$ cat src/rtl/expansion_pkg.sv
// Shared definitions for the expansion-connector transmit engine.
// Transmit FSM states and the default word width and strobe pacing.
package expansion_pkg;

    localparam int unsigned EXP_DATA_W         = 16;
    localparam int unsigned DEFAULT_FIFO_DEPTH = 16;
    localparam int unsigned DEFAULT_STROBE_DIV = 4;

    typedef enum logic [1:0] {
        IDLE  = 2'd0,
        SETUP = 2'd1,
        HIGH  = 2'd2,
        LOW   = 2'd3
    } tx_state_t;

endpackage

$ cat src/rtl/expansion_tx_fifo.sv
// Single-clock show-ahead FIFO that buffers outgoing words for expansion_tx.
// rd_data always presents the head word; rd_en pops it. Pointers wrap modulo DEPTH.
module expansion_tx_fifo #(
    parameter int unsigned DATA_W = 16,
    parameter int unsigned DEPTH  = 16
) (
    input  logic                       clk,
    input  logic                       reset,
    input  logic                       wr_en,
    input  logic [DATA_W-1:0]          wr_data,
    input  logic                       rd_en,
    output logic [DATA_W-1:0]          rd_data,
    output logic                       full,
    output logic                       empty,
    output logic [$clog2(DEPTH):0]     level
);

    localparam int unsigned AW = $clog2(DEPTH);
    localparam logic [AW:0] DEPTH_L = DEPTH[AW:0];

    logic [DATA_W-1:0] mem [DEPTH];
    logic [AW-1:0]     wr_ptr_q;
    logic [AW-1:0]     rd_ptr_q;
    logic [AW:0]       count_q;
    logic              wr_fire;
    logic              rd_fire;

    assign full    = (count_q == DEPTH_L);
    assign empty   = (count_q == '0);
    assign level   = count_q;
    assign rd_data = mem[rd_ptr_q];
    assign wr_fire = wr_en && !full;
    assign rd_fire = rd_en && !empty;

    // Pointer and occupancy bookkeeping; buffered words are dropped on reset.
    always_ff @(posedge clk or posedge reset) begin
        if (reset) begin
            wr_ptr_q <= '0;
            rd_ptr_q <= '0;
            count_q  <= '0;
        end else begin
            if (wr_fire) begin
                wr_ptr_q <= wr_ptr_q + AW'(1);
            end
            if (rd_fire) begin
                rd_ptr_q <= rd_ptr_q + AW'(1);
            end
            if (wr_fire && !rd_fire) begin
                count_q <= count_q + (AW+1)'(1);
            end else if (!wr_fire && rd_fire) begin
                count_q <= count_q - (AW+1)'(1);
            end
        end
    end

    // Storage array; contents need no reset since count_q gates visibility.
    always_ff @(posedge clk) begin
        if (wr_fire) begin
            mem[wr_ptr_q] <= wr_data;
        end
    end

endmodule

$ cat src/rtl/expansion_tx.sv
// Transmit engine: buffers fabric words and drives them onto the FX2 expansion
// connector with a slow source-synchronous strobe (SETUP, HIGH, LOW phases of
// STROBE_DIV cycles each), paced by the Beagle's ready line.
// Optional feature: define EXPANSION_TX_PARITY_EN to add the exp_parity output.
module expansion_tx
    import expansion_pkg::*;
#(
    parameter int unsigned DATA_W     = EXP_DATA_W,
    parameter int unsigned FIFO_DEPTH = DEFAULT_FIFO_DEPTH,
    parameter int unsigned STROBE_DIV = DEFAULT_STROBE_DIV
) (
    input  logic                          clk,
    input  logic                          reset,
    input  logic [DATA_W-1:0]             in_data,
    input  logic                          in_valid,
    output logic                          in_ready,
    input  logic                          beagle_ready,
    output logic [DATA_W-1:0]             exp_data,
    output logic                          exp_strobe,
`ifdef EXPANSION_TX_PARITY_EN
    output logic                          exp_parity,
`endif
    output logic [$clog2(FIFO_DEPTH):0]   fifo_level,
    output logic                          busy
);

    localparam int unsigned CW = $clog2(STROBE_DIV) + 1;
    localparam logic [CW-1:0] PHASE_LAST = CW'(STROBE_DIV - 1);

    tx_state_t         state_q, state_d;
    logic [CW-1:0]     cnt_q, cnt_d;
    logic [DATA_W-1:0] data_q, data_d;
    logic              rdy_meta_q, rdy_s_q;
    logic              pop;
    logic              phase_done;
    logic              fifo_full;
    logic              fifo_empty;
    logic [DATA_W-1:0] fifo_rd_data;

    expansion_tx_fifo #(
        .DATA_W (DATA_W),
        .DEPTH  (FIFO_DEPTH)
    ) u_fifo (
        .clk     (clk),
        .reset   (reset),
        .wr_en   (in_valid && in_ready),
        .wr_data (in_data),
        .rd_en   (pop),
        .rd_data (fifo_rd_data),
        .full    (fifo_full),
        .empty   (fifo_empty),
        .level   (fifo_level)
    );

    // Full blocks writes even when a pop lands in the same cycle; low during reset.
    assign in_ready   = !reset && !fifo_full;
    assign exp_data   = data_q;
    assign exp_strobe = (state_q == HIGH);
    assign busy       = (state_q != IDLE);
    assign phase_done = (cnt_q == PHASE_LAST);

    // Two-flop synchronizer for the asynchronous Beagle ready line.
    always_ff @(posedge clk or posedge reset) begin
        if (reset) begin
            rdy_meta_q <= 1'b0;
            rdy_s_q    <= 1'b0;
        end else begin
            rdy_meta_q <= beagle_ready;
            rdy_s_q    <= rdy_meta_q;
        end
    end

    // FSM, phase counter and pin data registers.
    always_ff @(posedge clk or posedge reset) begin
        if (reset) begin
            state_q <= IDLE;
            cnt_q   <= '0;
            data_q  <= '0;
        end else begin
            state_q <= state_d;
            cnt_q   <= cnt_d;
            data_q  <= data_d;
        end
    end

    // Next-state: a word is only started from IDLE, so a ready drop never aborts one.
    always_comb begin
        state_d = state_q;
        cnt_d   = cnt_q + CW'(1);
        data_d  = data_q;
        pop     = 1'b0;
        unique case (state_q)
            IDLE: begin
                cnt_d = '0;
                if (!fifo_empty && rdy_s_q) begin
                    pop     = 1'b1;
                    data_d  = fifo_rd_data;
                    state_d = SETUP;
                end
            end
            SETUP: begin
                if (phase_done) begin
                    state_d = HIGH;
                    cnt_d   = '0;
                end
            end
            HIGH: begin
                if (phase_done) begin
                    state_d = LOW;
                    cnt_d   = '0;
                end
            end
            LOW: begin
                if (phase_done) begin
                    state_d = IDLE;
                    cnt_d   = '0;
                end
            end
        endcase
    end

`ifdef EXPANSION_TX_PARITY_EN
    logic parity_q;

    // Parity of the loaded word, updated together with the pin data.
    always_ff @(posedge clk or posedge reset) begin
        if (reset) begin
            parity_q <= 1'b0;
        end else if (pop) begin
            parity_q <= ^fifo_rd_data;
        end
    end

    assign exp_parity = parity_q;
`endif

endmodule
$ cat config.mk
export PLATFORM = sky130hd
export DESIGN_NAME = expansion_tx
export DESIGN_NICKNAME = d
export VERILOG_FILES = /design/src/rtl/expansion_pkg.sv /design/src/rtl/expansion_tx_fifo.sv /design/src/rtl/expansion_tx.sv
export SDC_FILE = /design/constraint.sdc
export NUM_CORES = 1
export LEC_CHECK = 0
export CORE_MARGIN = 10
export CORE_UTILIZATION = 55
export CTS_BUF_LIST = sky130_fd_sc_hd__clkbuf_8
export CTS_CLUSTER_DIAMETER = 100
export DETAILED_ROUTE_END_ITERATION = 10
export GPL_TIMING_DRIVEN = 0
export HOLD_SLACK_MARGIN = 0.03
export PLACE_DENSITY = 0.73
export SYNTH_ARGS = -nofsm -noshare
export SYNTH_HDL_FRONTEND = slang
export SYNTH_HIERARCHICAL = 1
export SYNTH_SLANG_ARGS = --single-unit
export TNS_END_PERCENT = 100
$ cat constraint.sdc
create_clock -name clk -period 3.45 [get_ports clk]
set_input_delay 1.035 -clock clk [delete_from_list [all_inputs] [get_ports clk]]
set_output_delay 1.035 -clock clk [all_outputs]
set_load 0.02 [all_outputs]
==> results.json, run 1 <==
{
  "avgRoutedWirePerCell_um": 24.98,
  "core_mm2": 0.02115,
  "drv_slew": 0,
  "drive_gt1_share_pct": 28.97,
  "synth_seq_cells": 292,
  "use_met3_pct": 3.464,
  "synth_top_cell_area_share_pct": 64.58,
  "start_kind": "flip-flop",
  "cpPeakStageDelay_ns": 0.53,
  "rrSetupSlack_ns": 0.18,
  "worstHoldStart": "rdy_meta_q",
  "use_met1_pct": 24.21,
  "ios": 44,
  "dr.pass1.iters": 5,
  "cp.arrival_ns": 2.26,
  "postSynthAreaPerCell_um2": 19.26,
  "power.internal_mw": 7.497,
  "sw_frac_of_total_pct": 33.17,
  "hold_path_depth": 0,
  "syn-cell-area_mm2": 0.01190,
  "drt-total-wl_um": 25760,
  "hold_ws_ns": 0.3569,
  "vias": 6147,
  "period_needed_ns": 3.293,
  "leakage_nw": 4.962,
  "drtAntennaViolNets": 0,
  "grt_usage_pct": 18.33,
  "nets": 764,
  "hold_path_class": "reg2reg",
  "synth_nets": 654,
  "synthArstFlopShare_pct": 12.33,
  "insertion_delay_ns": 0.55,
  "htreeDepth": 2,
  "crit_chain": "buf_4 > nor4_2 > and2_1 > nor2_1 > clkdlybuf4s50_1",
  "min_to": "rdy_s_q",
  "ys_types": 47,
  "skew_ns": 0.02500,
  "hold_violations": 0,
  "clock_path_buffers": 3,
  "cts.sinks": 292,
  "seq_area_frac_synth_pct": 72.15,
  "setup-violations-final": 0,
  "die_area_mm2": 0.02793,
  "antenna_found_initial": 0,
  "cts-root-buf": "clkbuf_8",
  "cts_made_buffers": 45,
  "critical_path_cell_count": 5,
  "pwr-share-seq_pct": 39.0,
  "yosys.area.top_type": "edfxtp_1",
  "drcViolationCount": 0,
  "endpoint_kind": "output port",
  "post-route-util_pct": 65.72,
  "cp_max_fo": 5,
  "path_clk_slew_ns": 0.06,
  "grtUsageMet2_pct": 29.15,
  "ys.flop_type": "edfxtp_1",
  "start_util_pct": 56.27,
  "areaGrowthSynthToFinish_pct": 16.79,
  "worst_slack_ns": 0.1565,
  "crit_family": "buffers and inverters",
  "r2r_end": "u_fifo/level[4]",
  "maxCapViolations": 0,
  "pwr-share-comb_pct": 37.0,
  "clkPwrFrac_pct": 23.9,
  "relSlewSlack_pct": 36.94,
  "cpMaxStageDelayCell": "clkdlybuf4s50_1",
  "die_w_um": 167.1,
  "r2r_cells": 16,
  "finalPower_mw": 11.22,
  "routed_via_density": 5.962,
  "first_iter_violations": 518,
  "overflow": 0,
  "fmax_mhz": 303.6,
  "cts_tree": "built",
  "grt_busiest_layer": "met2",
  "die_h_um": 167.1,
  "io_buffer_count": 43,
  "path_buf_inv": 2,
  "peakVddDrop_v": 0.0003639,
  "post-place-ws_ns": -0.2702,
  "grt_first_pass_wirelength_um": 39360,
  "r2r-start": "u_fifo/level[0]",
  "grt_setup_unrepaired": "no",
  "gp_congestion": 0.7873,
  "grt_pass1_vias": 6437,
  "post-route-period-util_pct": 95.46,
  "crit_required_ns": 2.41,
  "p_per_area_mw_per_mm2": 807.0,
  "worstSetupPathType": "reg2out",
  "synth-edff-count": 256,
  "synth.area.top_cells": "edfxtp_1 65%, dfrtp_1 7.6%, mux4_2 6.1%",
  "dp_hpwl_um": 17520,
  "antenna_cells": 0,
  "yosysWarnings": 6,
  "tightestPinTransition_ns": 0.9459,
  "p_sw_mw": 3.722,
  "outcome": "finished clean",
  "rows": 53,
  "grt_max_degree": 24,
  "synth_cells": 618
}
-- stage by stage --
| stage | area [um^2] | instances | setup TNS (ns) |
|---|---|---|---|
| 3_5_place_dp | 13040 | 952 | -3.314 |
| 6_report | 13900 | 1031 | 0 |
| 3_3_place_gp | 12700 | 936 | -154.03 |
| 5_1_grt | 13900 | 1031 | 0 |
| 4_1_cts | 13880 | 1029 | 0 |
| 2_1_floorplan | 11920 | 618 | 0 |
-- final cells by class --
cell class	count	area (um^2)
sequential	292	8592
buffer	33	296.5
fill	1383	7252
tap	275	344.1
clock buffer	45	619.3
inverter	11	42.54
clock inverter	30	206.4
timing repair buffer	63	743.2
multi-input combinational	282	3058
-- cell families (layout without fill, tap and decap cells) --
logic type      Yosys count  in the layout  share of synthesized area (%)
flops                   292            292                          72.15
compound gates           75             75                          6.327
buf+inv                  44            182                          2.848
simple gates             66             66                          2.691
mux                     115            115                          13.51
xor+xnor                 10             10                         0.7358
fa+ha+maj                16             16                          1.745
-- worst max path at each step --
stage,from,end,slack [ns]
3_5_place_dp,reset,u_fifo/level[4],-0.27
6_report,u_fifo/level[0],in_ready,0.16
2_1_floorplan,reset,u_fifo/level[4],0.16
3_3_place_gp,reset,u_fifo/mem[11][8],-0.84
5_1_grt,u_fifo/level[0],u_fifo/level[4],0.04
4_1_cts,u_fifo/level[0],u_fifo/level[4],0.01
-- sequential cells by signal (all words and copies together), names as in the netlist --
register and cells:
state_q 2, rdy_s_q 1, u_fifo/level 5, u_fifo/rd_ptr_q 4, u_fifo/wr_ptr_q 4, cnt_q 3, rdy_meta_q 1, exp_data 16
u_fifo/mem 256
-- synth_stat cells (all sizes together) (2+ instances only) --
cell type  instances
dfrtp             36
clkbuf             4
xnor2              9
buf               29
and2               3
nor2b              2
nor2              17
a21oi              2
a221oi            32
ha                15
o21ai             19
a21o               2
nor3b              2
mux2              18
nor3               6
mux4              32
a22oi             16
nand2             28
inv               10
edfxtp           256
nand2b             3
mux2i             65
-- power groups by stage --
stage,combinational (mW),sequential [mW],clock (mW)
detailed placement,4.08,4.47,0
CTS,4.13,4.38,2.74
finish,4.15,4.38,2.69
global route,4.42,4.41,2.91
floorplan,2.63,4.58,0
global placement,3.86,4.44,0
-- placed cells by master, fill, tap and decap left out, drive strengths merged, types with 17 or more instances in the layout --
cell type	synthesis	layout
clkbuf	4	49
mux4	32	32
mux2i	65	65
inv	10	20
o21ai	19	19
clkinv	1	18
buf	29	49
dfrtp	36	36
edfxtp	256	256
a221oi	32	32
nor2	17	17
mux2	18	18
nand2	28	28
clkdlybuf4s50	0	43
-- what timing repair did --
item,CTS,global route
hold buffers,0,0
setup endpoints to repair,1,1
endpoints found under the hold margin,0,0
pin swaps,0,0
gates resized for setup,2,4
buffers inserted,2,2
-- layer usage --
metal | vias up | part of all wire, %
met5 | - | 0
met4 | 0 | 3.7
met3 | 48 | 7.3
met2 | 241 | 48
met1 | 3162 | 42
li1 | 2696 | -
(Power assumes the default switching activity.)
==> inputs of run 2 (changes only) <==
--- a/config.mk
+++ b/config.mk
@@ -13,8 +13,8 @@
 export GPL_TIMING_DRIVEN = 0
 export HOLD_SLACK_MARGIN = 0.03
 export PLACE_DENSITY = 0.73
+export SLEW_MARGIN = 15
 export SYNTH_ARGS = -nofsm -noshare
 export SYNTH_HDL_FRONTEND = slang
-export SYNTH_HIERARCHICAL = 1
 export SYNTH_SLANG_ARGS = --single-unit
 export TNS_END_PERCENT = 100
==> results.json, run 2 <==
{
  "cp.arrival_ns": 3.54,
  "outcome": "finished clean",
  "dp_hpwl_um": 14800,
  "die_h_um": 164.6,
  "die_area_mm2": 0.02709,
  "layout_common_cells": "256 x edfxtp_1, 64 x mux4_2, 45 x clkbuf_8",
  "synthSimpleGateAreaFrac_pct": 1.980,
  "synth_seq_cells": 292,
  "insertion_delay_ns": 0.55,
  "core_mm2": 0.02043,
  "routed_via_density": 5.863,
  "hold_path_class": "reg2reg",
  "antenna_cells": 0,
  "drcViolationCount": 0,
  "yosysWarnings": 0,
  "mostFrequentLayoutCell": "edfxtp_1",
  "vias": 5511,
  "synthArstFlopShare_pct": 12.33,
  "sw_frac_of_total_pct": 31.45,
  "drive_gt1_share_pct": 27.31,
  "period_needed_ns": 3.380,
  "synthMostInstantiatedCell": "edfxtp_1",
  "cts-root-buf": "clkbuf_8",
  "rrSetupSlack_ns": 0.17,
  "ios": 44,
  "ys_types": 40,
  "leakage_nw": 4.334,
  "r2r-start": "u_fifo.level[0]",
  "overflow": 0,
  "tightestPinTransition_ns": 1.012,
  "post-route-period-util_pct": 97.97,
  "ys_top_cells_by_count": "256 x edfxtp_1, 64 x mux4_2, 36 x dfrtp_1",
  "clkPwrFrac_pct": 23.8,
  "r2r_end": "u_fifo.level[4]",
  "crit_required_ns": 3.61,
  "skew_ns": 0.01395,
  "post-route-util_pct": 64.14,
  "synth.area.top_cells": "edfxtp_1 67%, mux4_2 13%, dfrtp_1 7.8%",
  "seq_area_frac_synth_pct": 74.68,
  "grt_max_degree": 37,
  "path_clk_slew_ns": 0.05,
  "synth_top_family_by_area": "multiplexers",
  "hold_path_depth": 0,
  "synth_top_cell_area_share_pct": 66.85,
  "setup-violations-final": 0,
  "grt_setup_unrepaired": "yes",
  "drv_slew": 0,
  "p_per_area_mw_per_mm2": 786.4,
  "synth_fa_ha_area_share_pct": 1.806,
  "postSynthAreaPerCell_um2": 21.18,
  "critPathLaunch": "in_valid",
  "syn-cell-area_mm2": 0.01150,
  "ctsHoldBuffers": 0,
  "top_register": "u_fifo.mem",
  "synth-edff-count": 256,
  "r2r_cells": 12,
  "synth_cells": 543,
  "peakVddDrop_v": 0.0003233,
  "maxCapViolations": 0,
  "hold_violations": 0,
  "cts_tree": "built",
  "pwr-share-comb_pct": 32.8,
  "p_sw_mw": 3.241,
  "avgRoutedWirePerCell_um": 24.36,
  "nets": 673,
  "endpoint_kind": "flip-flop",
  "power.internal_mw": 7.064,
  "clock_path_buffers": 3,
  "dr.pass1.iters": 6,
  "muxShareOfSynthArea_pct": 14.60,
  "pwr-share-seq_pct": 43.4,
  "fmax_mhz": 295.9,
  "ys.flop_type": "edfxtp_1",
  "first_iter_violations": 465,
  "worstSetupPathType": "in2reg",
  "gp_congestion": 0.7508,
  "crit_end": "u_fifo.mem[3][0]",
  "synth_xor_area_share_pct": 0.7616,
  "yosys.area.top_type": "edfxtp_1",
  "n_fill_cell": 1379,
  "io_buffer_count": 43,
  "drtAntennaViolNets": 0,
  "start_kind": "input port",
  "grt_pass1_vias": 5869,
  "start_util_pct": 56.29,
  "drt-total-wl_um": 22900,
  "cts_made_buffers": 45,
  "worst_slack_ns": 0.06993,
  "antenna_found_initial": 0,
  "areaGrowthSynthToFinish_pct": 13.94,
  "synth_nets": 579,
  "post-place-ws_ns": -0.4770,
  "grt_usage_pct": 17.45,
  "rows": 52,
  "grt_first_pass_wirelength_um": 35360,
  "die_w_um": 164.6,
  "htreeDepth": 2,
  "largest_reg_flops": 256,
  "cts.sinks": 292,
  "relSlewSlack_pct": 32.56,
  "synth_compound_area_share_pct": 4.319,
  "cp_max_fo": 16
}
## run 2: changes by cell type after synthesis, sizes merged, moves of 15 or more
cell,delta
a21oi,+18
a221oi,-32
a22oi,-16
mux2i,-63
mux4,+32
nand2,-23
o21ai,-15
o22ai,+32
## run 2: per-stage QoR
stage | cells | total power [mW] | area, um^2 | hold slack (ns) | TNS, ns
2_1_floorplan | 543 | 6.831 | 11500 | 0.3312 | 0
5_1_grt | 940 | 10.81 | 13100 | 0.3689 | -0.02381
3_5_place_dp | 860 | 7.942 | 12330 | 0.3355 | -56.13
4_1_cts | 940 | 10.40 | 13100 | 0.3578 | 0
3_3_place_gp | 856 | 7.765 | 12270 | 0.3410 | -71.56
6_report | 940 | 10.30 | 13100 | 0.3527 | 0
## run 2: per-layer routing
layer	global-route usage (%)	share of wire, %	vias to the layer above
met5	0	0	-
met4	6.039	1.9	0
met3	2.738	5.0	39
met2	28.56	51	161
met1	23.54	42	2888
li1	-	-	2423
## run 2: how the worst min path moves through the flow
stage	start	endpoint	slack, ns
floorplan	rdy_meta_q	rdy_s_q	0.33
global placement	rdy_meta_q	rdy_s_q	0.34
detailed placement	rdy_meta_q	rdy_s_q	0.34
CTS	rdy_meta_q	rdy_s_q	0.36
global route	rdy_meta_q	rdy_s_q	0.37
finish	rdy_meta_q	rdy_s_q	0.35
## run 2: cells by family after synthesis
family,after synthesis
AO/OA/AOI/OAI,61
AND/OR/NAND/NOR,40
multiplexers,85
buffers and inverters,39
flip-flops,292
XOR/XNOR,10
adder cells (fa/ha/maj),16
## run 2: what timing repair did
item / CTS / global route
buffers inserted: 0 / 0
gates resized for setup: 0 / 2
endpoints found under the setup margin: 0 / 10
## run 2: power by group through the flow
stage / clock [mW] / sequential [mW] / combinational (mW)
finish: 2.46 / 4.47 / 3.38
global route: 2.68 / 4.50 / 3.63
CTS: 2.51 / 4.47 / 3.42
detailed placement: 0 / 4.53 / 3.41
global placement: 0 / 4.50 / 3.27
floorplan: 0 / 4.60 / 2.23
## run 2: cell type report
class | count | area (um^2) | share of cell area (%)
Clock buffer | 45 | 619.3 | 4.727
Multi-Input combinational cell | 212 | 2710 | 20.68
Timing Repair Buffer | 47 | 486.7 | 3.715
Inverter | 13 | 48.80 | 0.3724
Buffer | 26 | 163.9 | 1.251
Sequential cell | 292 | 8589 | 65.56
Clock inverter | 35 | 146.4 | 1.117
Tap cell | 270 | 337.8 | 2.578
## run 2: worst max-delay path: stages
cell	delay [ns]
clkdlybuf4s50_1	0.47
inv_1	0.05
a211oi_2	0.60
nor3b_1	0.51
and2_1	0.87
